**src/rtl/alu_4_bit_arbiter.sv**
```systemverilog
// Two-port arbiter in front of a shared combinational ALU; optional rsp_zero via ALU_ARB_ZERO_FLAG_EN.
// Latency: request handshake -> rsp_valid two edges later (IDLE/EXEC/RESP, one op per 3 cycles).
// Backpressure: rsp_ready low parks the FSM in RESP; no request is accepted until the response drains.
module alu_4_bit_arbiter #(
    parameter int DATA_W = 4,
    parameter int OP_W   = 3,
    parameter int RR_EN  = 1
) (
    input  logic              clk,
    input  logic              rst_n,
    input  logic              req0_valid,
    output logic              req0_ready,
    input  logic [DATA_W-1:0] req0_a,
    input  logic [DATA_W-1:0] req0_b,
    input  logic [OP_W-1:0]   req0_op,
    input  logic              req1_valid,
    output logic              req1_ready,
    input  logic [DATA_W-1:0] req1_a,
    input  logic [DATA_W-1:0] req1_b,
    input  logic [OP_W-1:0]   req1_op,
    output logic [DATA_W-1:0] alu_a,
    output logic [DATA_W-1:0] alu_b,
    output logic [OP_W-1:0]   alu_op,
    input  logic [DATA_W-1:0] alu_result,
    output logic              rsp_valid,
    input  logic              rsp_ready,
    output logic [DATA_W-1:0] rsp_data,
    output logic              rsp_id
`ifdef ALU_ARB_ZERO_FLAG_EN
    ,
    output logic              rsp_zero
`endif
);

    typedef enum logic [1:0] {IDLE, EXEC, RESP} state_t;

    state_t state, state_nxt;
    logic   rr_ptr;
    logic   grant0, grant1;
    logic   accept0, accept1;

    // rr_ptr only matters when both ports contend; a lone requester always wins
    always_comb begin
        grant0 = 1'b0;
        grant1 = 1'b0;
        if (req0_valid && req1_valid) begin
            if ((RR_EN != 0) && rr_ptr) grant1 = 1'b1;
            else                        grant0 = 1'b1;
        end else if (req0_valid) begin
            grant0 = 1'b1;
        end else if (req1_valid) begin
            grant1 = 1'b1;
        end
    end

    assign req0_ready = (state == IDLE) && grant0;
    assign req1_ready = (state == IDLE) && grant1;
    assign accept0    = req0_valid && req0_ready;
    assign accept1    = req1_valid && req1_ready;

    always_comb begin
        state_nxt = state;
        case (state)
            IDLE:    if (accept0 || accept1) state_nxt = EXEC;
            EXEC:    state_nxt = RESP;
            RESP:    if (rsp_ready) state_nxt = IDLE;
            default: state_nxt = IDLE;
        endcase
    end

    always_ff @(posedge clk or negedge rst_n) begin
        if (!rst_n) begin
            state     <= IDLE;
            rr_ptr    <= 1'b0;
            alu_a     <= '0;
            alu_b     <= '0;
            alu_op    <= '0;
            rsp_valid <= 1'b0;
            rsp_data  <= '0;
            rsp_id    <= 1'b0;
`ifdef ALU_ARB_ZERO_FLAG_EN
            rsp_zero  <= 1'b0;
`endif
        end else begin
            state <= state_nxt;
            case (state)
                IDLE: begin
                    if (accept0) begin
                        alu_a  <= req0_a;
                        alu_b  <= req0_b;
                        alu_op <= req0_op;
                        rsp_id <= 1'b0;
                    end else if (accept1) begin
                        alu_a  <= req1_a;
                        alu_b  <= req1_b;
                        alu_op <= req1_op;
                        rsp_id <= 1'b1;
                    end
                end
                EXEC: begin
                    rsp_data  <= alu_result;
                    rsp_valid <= 1'b1;
`ifdef ALU_ARB_ZERO_FLAG_EN
                    rsp_zero  <= (alu_result == '0);
`endif
                end
                RESP: begin
                    if (rsp_ready) begin
                        rsp_valid <= 1'b0;
                        if (RR_EN != 0) rr_ptr <= ~rsp_id;
                    end
                end
                default: ;
            endcase
        end
    end

endmodule

```
**config.mk**
```make
export PLATFORM = sky130hd
export DESIGN_NAME = alu_4_bit_arbiter
export DESIGN_NICKNAME = d
export VERILOG_FILES = /design/src/rtl/alu_4_bit_arbiter.sv
export SDC_FILE = /design/constraint.sdc
export NUM_CORES = 1
export LEC_CHECK = 0
export BUFFER_PORTS_ARGS = -buffer_cell sky130_fd_sc_hd__buf_2
export CAP_MARGIN = 40
export CORE_ASPECT_RATIO = 1.1
export CORE_UTILIZATION = 46
export CTS_BUF_LIST = sky130_fd_sc_hd__clkbuf_4
export CTS_CLUSTER_DIAMETER = 60
export CTS_CLUSTER_SIZE = 8
export DETAILED_ROUTE_END_ITERATION = 8
export PLACE_DENSITY = 0.81
export SYNTH_ARGS = -nofsm -noshare
export SYNTH_HDL_FRONTEND = slang
export SYNTH_SLANG_ARGS = --single-unit
```
**constraint.sdc**
```tcl
create_clock -name clk -period 1.6 [get_ports clk]
set_input_delay 0.24 -clock clk [delete_from_list [all_inputs] [get_ports clk]]
set_output_delay 0.24 -clock clk [all_outputs]
set_load 0.02 [all_outputs]
```
==> results.md <==
- Outcome: finished clean
- CP required: approximately 1.4 ns
- IO Count: 50
- WL/cell: 13.1 microns
- First-pass GRT wire length: 3.65 mm
- DR pass1 iterations: 4
- Die Y: 50.0 microns
- Via density: 5.40
- Vias in the first global route: just under 900
- Top post-synthesis cells by area: dfrtp_1, o311ai_1, nand4_1, o21ai_0, inv_1
- Hold Crit Endpoint: rsp_data[2]
- Post-synth EDFFs: 0
- Flop2flop setup slack: about 0.20 ns
- Count of final setup violators: 0
- Leakage: 0.662 nW
- CP endpoint kind: output pin
- Number of antenna cells inserted: 0
- Critical path arrival: 1.29 ns
- Sequential area share after synthesis: 52.0%
- Post-DP HPWL: between 1.5 and 2 mm
- Die area: 2280 sq um
- Post-layout min period: 1.53 ns
- Share of cells above drive strength 1: 46.3%
- Peak supply drop: 1.03 mV
- Post-Syn Nets: 126
- Root Buffer: clkbuf_4
- Final cell count without fillers: 177
- Synth top area share: 52.0%
- Die width: ~46 microns
- Clock skew: between 0.01 and 0.015 ns
- Std cell rows: 17
- Post-synthesis cell count: 95
- Leading area contributor after synthesis: dfrtp_1
- Ys flop type: dfrtp_1
- Yosys Warn Count: 0
- Yosys reg bits: 20
- Routed Antenna Nets: 0
- Worst-path clk slew: 0.12 ns
- Crit path max fanout: 6
- Cells on worst reg2reg path: 4
- Critical path class: reg2out
- CTS tree: yes
- Area Growth Syn to Fin: 34.8%
- Fill cells: 189
- Fin. Hold Viols: 0
- Clock Tree Buf Depth: 2
- Initial antenna violation count: 0
- WHS Path Cells: 2
- Slew at the pin closest to its max-slew limit: 0.572 ns
- Routed via count: about 960
- Hold slack: 0.152 ns
- Drt first-iter violations: 23
- CP Cell Sequence: nor2_4 > and3_4 > buf_2
- Total Routing Usage GR: ~22%
- Worst flop-to-flop path startpoint: state[0]
- Core area: 1980 sq um
- Cts bufs inserted: 3
- DR DRC count: 0
- Most common cell after layout, fill and taps aside: buf_2
- Max Transition Viols Final: 0
- R2R Path End: alu_a[0]
- Fin crit share: ~96%
- Fraction of registers with async set/reset: between 90% and 100%
- Most frequent cells in the layout: buf_2, dfrtp_1, inv_1, o21ai_0, nand4_1
- GRT overflow: 0
- IO buf count: 49
- Final Core Density: 65.6%
- Starting density of the core: approximately half
- P per Cell Area: 1980 nW/um^2
- Total negative slack: 0 ns
- Max cap viols: 0
- Final total power: between 0.002 and 0.003 W
- Slowest cell on the critical path: dfrtp_2
- Max Fclk: roughly 0.65 GHz
- Placed Cells: 169
- Slowest stage delay, CP: between 0.4 and 0.5 ns
- RSZ-0062 raised after global routing: false
- Total Wirelength: around 2.3 mm
- Clock sink count: 20
- Nets: approximately 180
- Post-Synthesis Cell Area: 962 sq um
- Worst Hold Class: in2reg
- Mean Syn Cell Area: 10.1 sq um
- Final GP Congestion: 0.730
- Cell variety after synth: 23
- Slew HR: 61.8%
- Worst-Skew Late Latency: 0.31 ns
- Largest net degree at the start of global routing: 21
- H-tree depth: 1
- HP Start: alu_result[2]
- Startpoint Class: flop
## power breakdown
| group | internal [W] | switching, W | leakage [nW] |
|---|---|---|---|
| Combinational | 0.000583 | 0.000813 | 0.410 |
| Sequential | 0.000771 | 0.000155 | 0.236 |
| Clock | 0.0000912 | 0.000160 | 0.0154 |
## routing by layer
layer  GRT usage, %  vias up  wire, microns
met4           9.09        0             40
met5              0        -              0
met2           35.7       49           1120
li1               -      453              -
met3           3.66        7            147
met1           29.1      447           1000
## sequential cells by signal, indices dropped and copies added (netlist names)
name	count
state	2
rsp_id	1
rr_ptr	1
alu_b	4
alu_a	4
alu_op	3
rsp_data	4
rsp_valid	1
## layout make-up
class / count / area (sq um) / area share, %
Tap cell: 28 / 35.0 / 2.70
Multi-Input combinational cell: 55 / 377 / 29.0
Sequential cell: 20 / 503 / 38.8
Clock inverter: 1 / 3.75 / 0.289
Clock buffer: 3 / 22.5 / 1.74
Inverter: 13 / 48.8 / 3.76
Timing Repair Buffer: 57 / 308 / 23.7
## timing repair
action                     4_1_cts  5_1_grt
setup endpoints to repair        1        2
cloned                           0        0
hold endpoints to repair        20        0
pin swaps                        1        1
buffers inserted                 1        2
resized for setup                2        0
hold buffers                     1        0
## synth_stat cells, types with 2 or more instances
cell type and instances:
inv_1 13, dfrtp_1 20, o311ai_0 2, clkbuf_1 4
nand2_1 3, o311ai_1 9, or2_2 2, a21oi_1 2
nand4_1 11, mux2_2 4, o21ai_0 13
## worst max path at each step
stage / startpoint / to / slack, ns
finish: state[0] / req0_ready / 0.07
global route: state[0] / req0_ready / 0.01
CTS: state[0] / req0_ready / 0.05
detailed placement: state[1] / alu_a[0] / 0.19
global placement: state[0] / rsp_data[0] / 0.31
floorplan: state[0] / alu_a[1] / 0.33
## cells by family (layout without fill, tap and decap cells)
group	after synthesis	in the layout	share of synthesized area [%]
buffers and inverters	20	74	8.84
AO/OA/AOI/OAI	27	27	18.6
AND/OR/NAND/NOR	24	24	15.9
multiplexers	4	4	4.68
flip-flops	20	20	52.0
## critical path: cells and delay by family (launching register included)
family | cells | cell delay, ns
and+or+nand+nor | 2 | 0.35
buffers and inverters | 1 | 0.16
DFF | 1 | 0.46
## metrics by stage
| stage | setup WS, ns | instance area [sq um] |
|---|---|---|
| 3_5_place_dp | 0.193 | 1240 |
| 5_1_grt | 0.0104 | 1300 |
| 4_1_cts | 0.0495 | 1280 |
| 3_3_place_gp | 0.308 | 1240 |
| 2_1_floorplan | 0.331 | 962 |
| 6_report | 0.0701 | 1300 |
Power figures use the tool's default switching activity.
